## src/rtl/four_12_12_err_rx.sv

```systemverilog
// Error-stream receiver: frames 32-bit error beats into FRAME_LEN-beat frames and buffers them
// in a DEPTH-entry FIFO toward back-propagation. Optional counters: FOUR_12_12_ERR_RX_STATS_EN.
module four_12_12_err_rx #(
  parameter int DEPTH     = 4,
  parameter int FRAME_LEN = 12
) (
  input  logic        clk,
  input  logic        reset,
  input  logic [31:0] stage_3_error,
  input  logic        stage_3_error_fst,
  input  logic        stage_3_error_vld,
  output logic        stage_3_error_rdy,
  output logic [31:0] bp_error,
  output logic        bp_error_fst,
  output logic        bp_error_lst,
  output logic        bp_error_vld,
  input  logic        bp_error_rdy,
  output logic        frame_err,
  output logic [15:0] frame_cnt,
  output logic [7:0]  len_err_cnt
);

  localparam int AW = $clog2(DEPTH);
  localparam int CW = AW + 1;
  localparam int IW = (FRAME_LEN > 1) ? $clog2(FRAME_LEN) : 1;
  localparam logic [IW-1:0] LAST_IDX = IW'(FRAME_LEN - 1);

  typedef enum logic {IDLE, IN_FRAME} state_t;

  state_t          state_q, state_d;
  logic [IW-1:0]   idx_q, idx_d;
  logic [AW-1:0]   wr_ptr_q, wr_ptr_d;
  logic [AW-1:0]   rd_ptr_q, rd_ptr_d;
  logic [CW-1:0]   count_q, count_d;
  logic            frame_err_q, frame_err_d;
  logic            rdy_en_q;

  logic [31:0]     buf_data [DEPTH];
  logic            buf_fst  [DEPTH];
  logic            buf_lst  [DEPTH];

  logic            in_xfer;
  logic            out_xfer;
  logic            store;
  logic            st_fst;
  logic            st_lst;

  // rdy_en_q keeps the input closed until the first clock edge after reset release
  assign stage_3_error_rdy = rdy_en_q && (count_q < CW'(DEPTH));
  assign bp_error_vld      = (count_q != '0);
  assign bp_error          = bp_error_vld ? buf_data[rd_ptr_q] : '0;
  assign bp_error_fst      = bp_error_vld ? buf_fst[rd_ptr_q]  : 1'b0;
  assign bp_error_lst      = bp_error_vld ? buf_lst[rd_ptr_q]  : 1'b0;
  assign frame_err         = frame_err_q;

  assign in_xfer  = stage_3_error_vld && stage_3_error_rdy;
  assign out_xfer = bp_error_vld && bp_error_rdy;

  always_comb begin
    state_d     = state_q;
    idx_d       = idx_q;
    frame_err_d = 1'b0;
    store       = 1'b0;
    st_fst      = 1'b0;
    st_lst      = 1'b0;
    if (in_xfer) begin
      case (state_q)
        IDLE: begin
          if (stage_3_error_fst) begin
            store  = 1'b1;
            st_fst = 1'b1;
            if (FRAME_LEN == 1) begin
              st_lst = 1'b1;
            end else begin
              state_d = IN_FRAME;
              idx_d   = IW'(1);
            end
          end else begin
            frame_err_d = 1'b1;
          end
        end
        IN_FRAME: begin
          store = 1'b1;
          if (stage_3_error_fst) begin
            // Short frame: the new fst beat restarts framing, the truncated frame never gets lst
            frame_err_d = 1'b1;
            st_fst      = 1'b1;
            idx_d       = IW'(1);
          end else if (idx_q == LAST_IDX) begin
            st_lst  = 1'b1;
            state_d = IDLE;
            idx_d   = '0;
          end else begin
            idx_d = idx_q + IW'(1);
          end
        end
        default: begin
          state_d = IDLE;
          idx_d   = '0;
        end
      endcase
    end
  end

  always_comb begin
    wr_ptr_d = store    ? wr_ptr_q + AW'(1) : wr_ptr_q;
    rd_ptr_d = out_xfer ? rd_ptr_q + AW'(1) : rd_ptr_q;
    count_d  = count_q;
    case ({store, out_xfer})
      2'b10:   count_d = count_q + CW'(1);
      2'b01:   count_d = count_q - CW'(1);
      default: count_d = count_q;
    endcase
  end

  always_ff @(posedge clk or negedge reset) begin
    if (!reset) begin
      state_q     <= IDLE;
      idx_q       <= '0;
      wr_ptr_q    <= '0;
      rd_ptr_q    <= '0;
      count_q     <= '0;
      frame_err_q <= 1'b0;
      rdy_en_q    <= 1'b0;
    end else begin
      state_q     <= state_d;
      idx_q       <= idx_d;
      wr_ptr_q    <= wr_ptr_d;
      rd_ptr_q    <= rd_ptr_d;
      count_q     <= count_d;
      frame_err_q <= frame_err_d;
      rdy_en_q    <= 1'b1;
    end
  end

  // Storage carries no reset; outputs are masked by vld so stale entries never show
  always_ff @(posedge clk) begin
    if (store) begin
      buf_data[wr_ptr_q] <= stage_3_error;
      buf_fst[wr_ptr_q]  <= st_fst;
      buf_lst[wr_ptr_q]  <= st_lst;
    end
  end

`ifdef FOUR_12_12_ERR_RX_STATS_EN
  logic [15:0] frame_cnt_q, frame_cnt_d;
  logic [7:0]  len_err_cnt_q, len_err_cnt_d;

  always_comb begin
    frame_cnt_d   = frame_cnt_q;
    len_err_cnt_d = len_err_cnt_q;
    if (store && st_lst) begin
      frame_cnt_d = frame_cnt_q + 16'd1;
    end
    if (frame_err_d && (len_err_cnt_q != 8'hFF)) begin
      len_err_cnt_d = len_err_cnt_q + 8'd1;
    end
  end

  always_ff @(posedge clk or negedge reset) begin
    if (!reset) begin
      frame_cnt_q   <= '0;
      len_err_cnt_q <= '0;
    end else begin
      frame_cnt_q   <= frame_cnt_d;
      len_err_cnt_q <= len_err_cnt_d;
    end
  end

  assign frame_cnt   = frame_cnt_q;
  assign len_err_cnt = len_err_cnt_q;
`else
  assign frame_cnt   = '0;
  assign len_err_cnt = '0;
`endif

endmodule

```

## config.mk

```make
export PLATFORM = sky130hd
export DESIGN_NAME = four_12_12_err_rx
export DESIGN_NICKNAME = d
export VERILOG_FILES = /design/src/rtl/four_12_12_err_rx.sv
export SDC_FILE = /design/constraint.sdc
export NUM_CORES = 1
export LEC_CHECK = 0
export BUFFER_PORTS_ARGS = -buffer_cell sky130_fd_sc_hd__buf_2
export CAP_MARGIN = 20
export CELL_PAD_IN_SITES_DETAIL_PLACEMENT = 0
export CELL_PAD_IN_SITES_GLOBAL_PLACEMENT = 1
export CORE_MARGIN = 3
export CORE_UTILIZATION = 50
export CTS_BUF_LIST = sky130_fd_sc_hd__clkbuf_8
export DETAILED_ROUTE_END_ITERATION = 8
export PLACE_DENSITY_LB_ADDON = 0.1
export SLEW_MARGIN = 30
export SYNTH_ARGS = -nofsm -noshare
export SYNTH_HDL_FRONTEND = slang
export SYNTH_SLANG_ARGS = --single-unit
```

## constraint.sdc

```tcl
create_clock -name clk -period 2.5 [get_ports clk]
set_clock_uncertainty 0.2 [all_clocks]
set_input_delay 0.25 -clock clk [delete_from_list [all_inputs] [get_ports clk]]
set_output_delay 0.25 -clock clk [all_outputs]
set_load 0.01 [all_outputs]
```

==> flow_summary.ini, run 1 <==
[global_route]
antenna_found_initial = 0
grtUsageTotal_pct = 16.1
grt_max_degree = 36
gr-total-overflow = 0
grt_pass1_wl_mm = 15.9
first_global_vias = 3074

[worst_setup_path]
worstPathMaxFanout = 26
endpoint_kind = output port
worstSetupStartpointType = register
cp.required_ns = 2.05
slowest_stage = mux4_2
worst_ep_arrival_time_ns = 1.93
crit_path_cell_trace = buf_12 -> mux4_2 -> and2_1 -> buf_2
path_class = register to output port
crit_buf_inv = 2
cp_slowest_stage_delay_ns = 0.52
path_delay_family = multiplexers

[drt]
final_antenna_net_count = 0
drtPass1Iterations = 4
viasPerCell = 5.06
first_iter_violations = 128
wl_mm = 10.2
num_vias = 3033
route.detailed.drc = 0
routedWlPerCell_um = 17.1

[floorplanning]
coreArea_um2 = 11700
die_h_um = 116
initial_core_util_pct = 52.2
boundaryPins = 98
die_w_um = 116
rows = 39
die_area_um2 = 13500

[logic_synthesis]
ys_warn_count = 0
synth_flop_cell = edfxtp_1
avgSynthCellArea_um2 = 19.2
ys_async_sr_fraction_pct = 9.33
synth_seq_cells = 150
syn_area_um2 = 6090
yosysSeqAreaShare_pct = 72.8
synthCells = 317
synth_enable_flop_cells = 136
synth_cell_types = 34

[timing]
fin_crit_ns = 2.38
finalSetupViolCount = 0
setup_tns_ns = 0
hold_viol = 0
period_share_pct = 95.1
maxSlewViolCount = 0
max_freq_mhz = 421
rsz0062_at_grt = no

[pwr]
ir_worst_vdd_mv = 0.498
p_per_area_nw_per_um2 = 1000
leakagePower_uw = 0.00273

[clock_tree]
clock_path_buffers = 2
cts.sinks = 150
tritoncts = yes
postCtsSetupRepairBufs = 0
cts_buffers = 17
cts_max_level = 4
clock_latency_ns = 0.43
clk_pin_slew_ns = 0.08
cts-root-buf = clkbuf_8

[placement]
hpwlAfterDp_mm = 6.16
gp_congestion = 0.724
port-buffer-count = 73

[min_path]
hp-class = primary input to asynchronous set/reset pin

[finish]
fillers = 857
nets = 488
fin_util_pct = 63.5
area.growth.synth_to_final_pct = 21.7
diodes = 0
drive_gt1_share_pct = 34.9

[flow_run]
max-cap-violations = 0

[outcome]
status = complete, no violations
-- Yosys cell counts (all sizes together) (2+ instances only) --
master	instances	area share [%]
conb	2	0.12
inv	9	0.60
buf	33	3.9
ha	7	1.4
edfxtp	136	67
nand2	9	0.55
xor2	3	0.43
clkbuf	4	0.25
xnor2	3	0.43
mux4	34	13
nor2	5	0.31
and2	39	4.1
dfrtp	14	5.8
o21ai	5	0.41
-- kinds of logic (layout without fill, tap and decap cells) --
logic type	count (synthesis)	after routing	synth area share [%]
AO/OA/AOI/OAI	8	8	0.801
XOR/XNOR	6	6	0.863
adder cells (fa/ha/maj)	8	8	1.77
buffers and inverters	46	162	4.73
flip-flops	150	150	72.8
multiplexers	35	35	12.7
other	2	25	0.123
AND/OR/NAND/NOR	62	62	6.16
-- flip-flops by register name (all words and copies together) (netlist names) --
register   cells
buf_data     128
idx_q          4
rd_ptr_q       2
count_q        3
buf_lst        4
frame_err      1
rdy_en_q       1
buf_fst        4
state_q        1
wr_ptr_q       2
-- layer usage --
metal | part of all wire (%) | up-vias | GRT usage (%)
met4 | 1.1 | 0 | 5.26
met5 | 0 | - | 0
met3 | 4.0 | 10 | 5.13
met2 | 49 | 85 | 25.1
li1 | - | 1418 | -
met1 | 46 | 1520 | 21.8
-- placed cells by master (no fill, tap or decap), types with 9 or more instances in the layout --
master / synthesis / layout
edfxtp_1: 136 / 136
buf_2: 3 / 73
dlygate4sd3_1: 0 / 36
and2_1: 35 / 35
mux4_2: 34 / 34
conb_1: 2 / 25
clkbuf_8: 0 / 17
dfrtp_1: 14 / 12
inv_1: 8 / 9
nand2_1: 9 / 9
-- layout make-up --
class                      count  area (µm²)  share of cell area [%]
tap                          143         179                    2.41
clock inverter                15         180                    2.43
clock buffer                  17         234                    3.16
sequential                   150        4440                    59.9
timing repair buffer         121         891                    12.0
inverter                       9        36.3                   0.490
multi-input combinational    144        1450                    19.6
-- what timing repair did --
item                                    4_1_cts  5_1_grt
resized for setup                             0        1
hold buffers                                 36        0
endpoints found under the hold margin       145        0
endpoints found under the setup margin        0        1
-- report_power, final --
group	total [µW]	switching (µW)	internal, µW
Combinational	2380	1130	1250
Sequential	3150	157	2990
Clock	1890	892	994
Total	7420	2180	5240
-- worst paths after layout --
kind / from / to / slack, ns / depth (start not counted)
setup / recovery: rd_ptr_q[0]$_DFFE_PN0P_ / bp_error[2] / 0.12 / 4
hold / removal: reset / frame_err$_DFF_PN0_ / 0.04 / 2
setup reg to reg: state_q$_DFFE_PN0N_ / count_q[2]$_DFFE_PN0P_ / 0.19 / 10
hold reg to reg: count_q[0]$_DFFE_PN0P_ / count_q[0]$_DFFE_PN0P_ / 0.29 / 1
max in group asynchronous: reset / rd_ptr_q[0]$_DFFE_PN0P_ / 1.79 / 2
min in group clk: stage_3_error_fst / idx_q[1]$_DFFE_PN0P_ / 0.05 / 3
-- metrics by stage --
stage                     hold WS, ns  cell area (µm²)  total power [µW]  instances  worst slack (ns)
after floorplan                -0.246             6180              4800        340             0.326
after global placement        -0.0298             6640              5570        531             0.181
after detailed placement      -0.0267             6640              5600        531             0.156
after CTS                      0.0194             7410              7530        599            0.0660
after global routing           0.0528             7410              7870        599           0.00784
final                          0.0379             7410              7420        599             0.123
Note: power is estimated with default switching activity, not from simulation.
==> run 2, diff against run 1 <==
Settings changed: RECOVER_POWER set to 100.
==> run 2 against run 1 <==
Via count up 0.13%. Largest cell class unchanged. Critical path type unchanged. Routed wire length increased by 0.22%. Sequential cell count is the same. Sequential share of layout area up 1.0 points. Critical path depth did not move. Global-route usage did not move. Count of clock-buffer cells in the layout is the same.
==> flow_summary.ini, run 2 (synthesis results as in run 1) <==
[drt]
viasPerCell = 5.07
final_antenna_net_count = 0
wl_mm = 10.2
first_iter_violations = 133
route.detailed.drc = 0
drtPass1Iterations = 4
routedWlPerCell_um = 17.1
num_vias = 3037

[global_route]
grt_max_degree = 36
first_global_vias = 3074
antenna_found_initial = 0
grt_pass1_wl_mm = 15.9
gr-total-overflow = 0
grtUsageTotal_pct = 16.1

[timing]
maxSlewViolCount = 0
max_freq_mhz = 419
setup_tns_ns = 0
period_share_pct = 95.5
slew_headroom_pct = 49.0
hold_viol = 0
worst-slew-pin-transition_ns = 0.765
fin_crit_ns = 2.39
fin_ws_ns = 0.112
rsz0062_at_grt = no
finalSetupViolCount = 0

[min_path]
hp-class = primary input to register
holdPathStages = 3

[clock_tree]
cts.sinks = 150
tritoncts = yes
clock_path_buffers = 2
clk_pin_slew_ns = 0.08
cts_max_level = 4
cts_buffers = 17
clock_latency_ns = 0.43
cts-root-buf = clkbuf_8
postCtsSetupRepairBufs = 0

[finish]
final_cell_mix = 136 x edfxtp_1, 48 x clkbuf_1, 36 x dlygate4sd3_1, 34 x mux4_2, 25 x conb_1
area.growth.synth_to_final_pct = 19.7
drive_gt1_share_pct = 24.1
top_register = buf_data
diodes = 0
nets = 488
final_common_cell = edfxtp_1
largest_reg_flops = 128
fin_util_pct = 62.5

[floorplanning]
die_h_um = 116
die_area_um2 = 13500
die_w_um = 116
coreArea_um2 = 11700
rows = 39
initial_core_util_pct = 52.2
boundaryPins = 98

[worst_setup_path]
cp.required_ns = 2.05
path_class = register to output port
endpoint_kind = output port
worstRegToRegCells = 10
worstPathMaxFanout = 26
worst_ep_arrival_time_ns = 1.94
worstSetupStartpointType = register

[placement]
hpwlAfterDp_mm = 6.16
gp_congestion = 0.724
place_ws_ns = 0.156
port-buffer-count = 73

[pwr]
ir_worst_vdd_mv = 0.497
p_per_area_nw_per_um2 = 1010
leakagePower_uw = 0.00256

[outcome]
status = complete, no violations

[flow_run]
max-cap-violations = 0
[run 2: final cells by class]
| cell class | instances | area [µm²] |
|---|---|---|
| clock buffers | 17 | 234 |
| clock inverters | 15 | 180 |
| inverters | 9 | 36.3 |
| fillers | 884 | 4380 |
| multi-input cells | 144 | 1450 |
| flip-flops and latches | 150 | 4440 |
| well taps | 143 | 179 |
| repair buffers | 121 | 768 |
[run 2: worst paths after layout]
kind / end / slack [ns] / from
setup / recovery: bp_error[2] / 0.11 / rd_ptr_q[0]$_DFFE_PN0P_
hold / removal: idx_q[1]$_DFFE_PN0P_ / 0.04 / stage_3_error_fst
setup reg to reg: count_q[2]$_DFFE_PN0P_ / 0.19 / state_q$_DFFE_PN0N_
hold reg to reg: count_q[0]$_DFFE_PN0P_ / 0.29 / count_q[0]$_DFFE_PN0P_
max in group asynchronous: rd_ptr_q[0]$_DFFE_PN0P_ / 1.38 / reset
min in group asynchronous: count_q[1]$_DFFE_PN0P_ / 0.19 / reset
[run 2: metrics by stage]
step	std cells	hold WS [ns]	total power [µW]	cell area, µm²
finish	599	0.0410	7340	7290
global route	599	0.0477	7790	7290
CTS	599	0.0194	7530	7410
detailed placement	531	-0.0267	5600	6640
global placement	531	-0.0298	5570	6640
floorplan	340	-0.246	4800	6180
[run 2: metal layers]
metal | wire, µm | track usage (%) | vias up
li1 | - | - | 1419
met1 | 4580 | 21.8 | 1520
met2 | 5060 | 25.1 | 86
met3 | 487 | 5.13 | 12
met4 | 114 | 5.26 | 0
met5 | 0 | 0 | -
[run 2: critical path, cell delays in order (launching register included)]
cell     delay [ns]
dfrtp_2        0.39
buf_12         0.23
mux4_2         0.52
and2_0         0.19
buf_2          0.14
[run 2: power breakdown]
group,internal (µW),total [µW],switching (µW)
sequential,2990,3150,155
combinational,1170,2300,1130
clock,994,1890,898
total,5160,7340,2190
[run 2: what timing repair did]
| action | in CTS | in global routing |
|---|---|---|
| hold buffers | 36 | 0 |
| hold endpoints to repair | 145 | 0 |
| setup endpoints to repair | 0 | 1 |
| resized for setup | 0 | 1 |
==> run 3, diff against run 2 <==
Settings changed: CORE_ASPECT_RATIO set to 1.25, CORE_UTILIZATION 50 to 54.
Clock period 2.5 ns to 2.8 ns, I/O delays scaled along.
==> run 3 against run 2 <==
Worst hold slack worse by 0.0069 ns. Power shrank 12%. Clock power fell by 13%. Sequential cell count is the same. Critical path depth rose by 1. Non-clock buffer count is 6 lower. Critical path type is now register to register. Critical endpoint is now buf_data[0][1]$_DFFE_PP_. Highest routed layer unchanged.
==> flow_summary.ini, run 3 (synthesis results as in run 1) <==
[timing]
hold_viol = 0
period_share_pct = 89.1
setup_tns_ns = 0
slew_headroom_pct = 46.6
rsz0062_at_grt = no
finalSetupViolCount = 0
maxSlewViolCount = 0
worst-slew-pin-transition_ns = 0.801
fin_crit_ns = 2.49
max_freq_mhz = 401

[pwr]
p_per_area_nw_per_um2 = 894
ir_worst_vdd_mv = 0.607
leakagePower_uw = 0.00252

[min_path]
hp-class = primary input to register

[clock_tree]
cts_max_level = 4
clock_latency_ns = 0.43
cts-root-buf = clkbuf_8
postCtsSetupRepairBufs = 0
cts_resized = 0
clk_pin_slew_ns = 0.08
tritoncts = yes
cts.sinks = 150
cts_buffers = 17
clock_path_buffers = 2

[floorplanning]
boundaryPins = 98
die_area_um2 = 12600
initial_core_util_pct = 56.3
rows = 42
die_w_um = 101
coreArea_um2 = 10800
die_h_um = 125

[finish]
final_cell_mix = 136 x edfxtp_1, 51 x clkbuf_1, 34 x mux4_2, 34 x dlygate4sd3_1, 25 x conb_1
final_common_cell = edfxtp_1
nets = 482
fillers = 789
drive_gt1_share_pct = 22.9
multi_input_area_um2 = 1450
regArea_um2 = 4440
stdcell_area_um2 = 7260
area.growth.synth_to_final_pct = 19.2
fin_util_pct = 67.1
largest_reg_flops = 128
top_register = buf_data
diodes = 0

[placement]
gp_congestion = 0.727
hpwlAfterDp_mm = 6.08
place_area_um2 = 6590
port-buffer-count = 73

[global_route]
grt_max_degree = 36
grtUsageTotal_pct = 17.4
first_global_vias = 3218
gr-total-overflow = 0
grt_pass1_wl_mm = 16.3
antenna_found_initial = 0

[flow_run]
max-cap-violations = 0

[drt]
route.detailed.drc = 0
routedWlPerCell_um = 17.5
num_vias = 3001
viasPerCell = 5.16
first_iter_violations = 104
wl_mm = 10.2
drtPass1Iterations = 4
final_antenna_net_count = 0

[worst_setup_path]
worstSetupStartpointType = register
worstPathMaxFanout = 28
cp.required_ns = 2.67
endpoint_kind = register
path_class = register to register
reg2reg_slack_ns = 0.31
worst_ep_arrival_time_ns = 2.37

[outcome]
status = complete, no violations
==> run 3: final cells by class <==
cell class / count / share of cell area, %
Clock buffer: 17 / 3.22
Clock inverter: 15 / 2.34
Inverter: 9 / 0.500
Multi-Input combinational cell: 144 / 20.0
Sequential cell: 150 / 61.1
Tap cell: 132 / 2.28
Timing Repair Buffer: 115 / 10.5
==> run 3: power breakdown <==
group / internal [µW] / total [µW] / switching (µW) / leakage [µW]
combinational: 1030 / 2030 / 1010 / 0.000939
sequential: 2670 / 2810 / 142 / 0.00139
clock: 813 / 1640 / 831 / 0.000188
==> run 3: repair_timing <==
action,4_1_cts,5_1_grt
endpoints found under the hold margin,144,0
hold buffers,34,0
endpoints found under the setup margin,0,0
==> run 3: path summary, 6_finish.rpt <==
path	start	to	cells past startpoint
worst min-delay path	stage_3_error_fst	frame_err$_DFF_PN0_	4
worst min register to register	count_q[0]$_DFFE_PN0P_	count_q[0]$_DFFE_PN0P_	1
max in group asynchronous	reset	rd_ptr_q[0]$_DFFE_PN0P_	2
worst max-delay path	state_q$_DFFE_PN0N_	buf_data[0][1]$_DFFE_PP_	5
worst max register to register	state_q$_DFFE_PN0N_	buf_data[0][1]$_DFFE_PP_	5
min in group asynchronous	reset	state_q$_DFFE_PN0N_	2
==> run 3: layer usage <==
metal	up-vias	track usage, %	wire length (µm)	share of wire (%)
li1	1401	-	-	-
met5	-	0	0	0
met1	1507	21.3	4200	41
met2	83	29.5	5340	52
met3	10	5.55	535	5.3
met4	0	4.85	108	1.1
==> run 3: through the flow <==
stage / instances / hold WS, ns / worst slack, ns / power (µW)
CTS: 582 / 0.000838 / 0.298 / 6660
finish: 582 / 0.0340 / 0.306 / 6490
floorplan: 340 / -0.216 / 0.626 / 4290
global placement: 516 / 0.00892 / 0.453 / 4940
global route: 582 / 0.0403 / 0.138 / 6860
detailed placement: 516 / 0.00520 / 0.407 / 4970
==> run 3: worst max-delay path, stage by stage (launching register included) <==
cell      delay (ns)
dfrtp_1         0.38
inv_1           0.05
ha_1            0.16
and4bb_1        0.50
and2_2          0.34
clkbuf_4        0.48
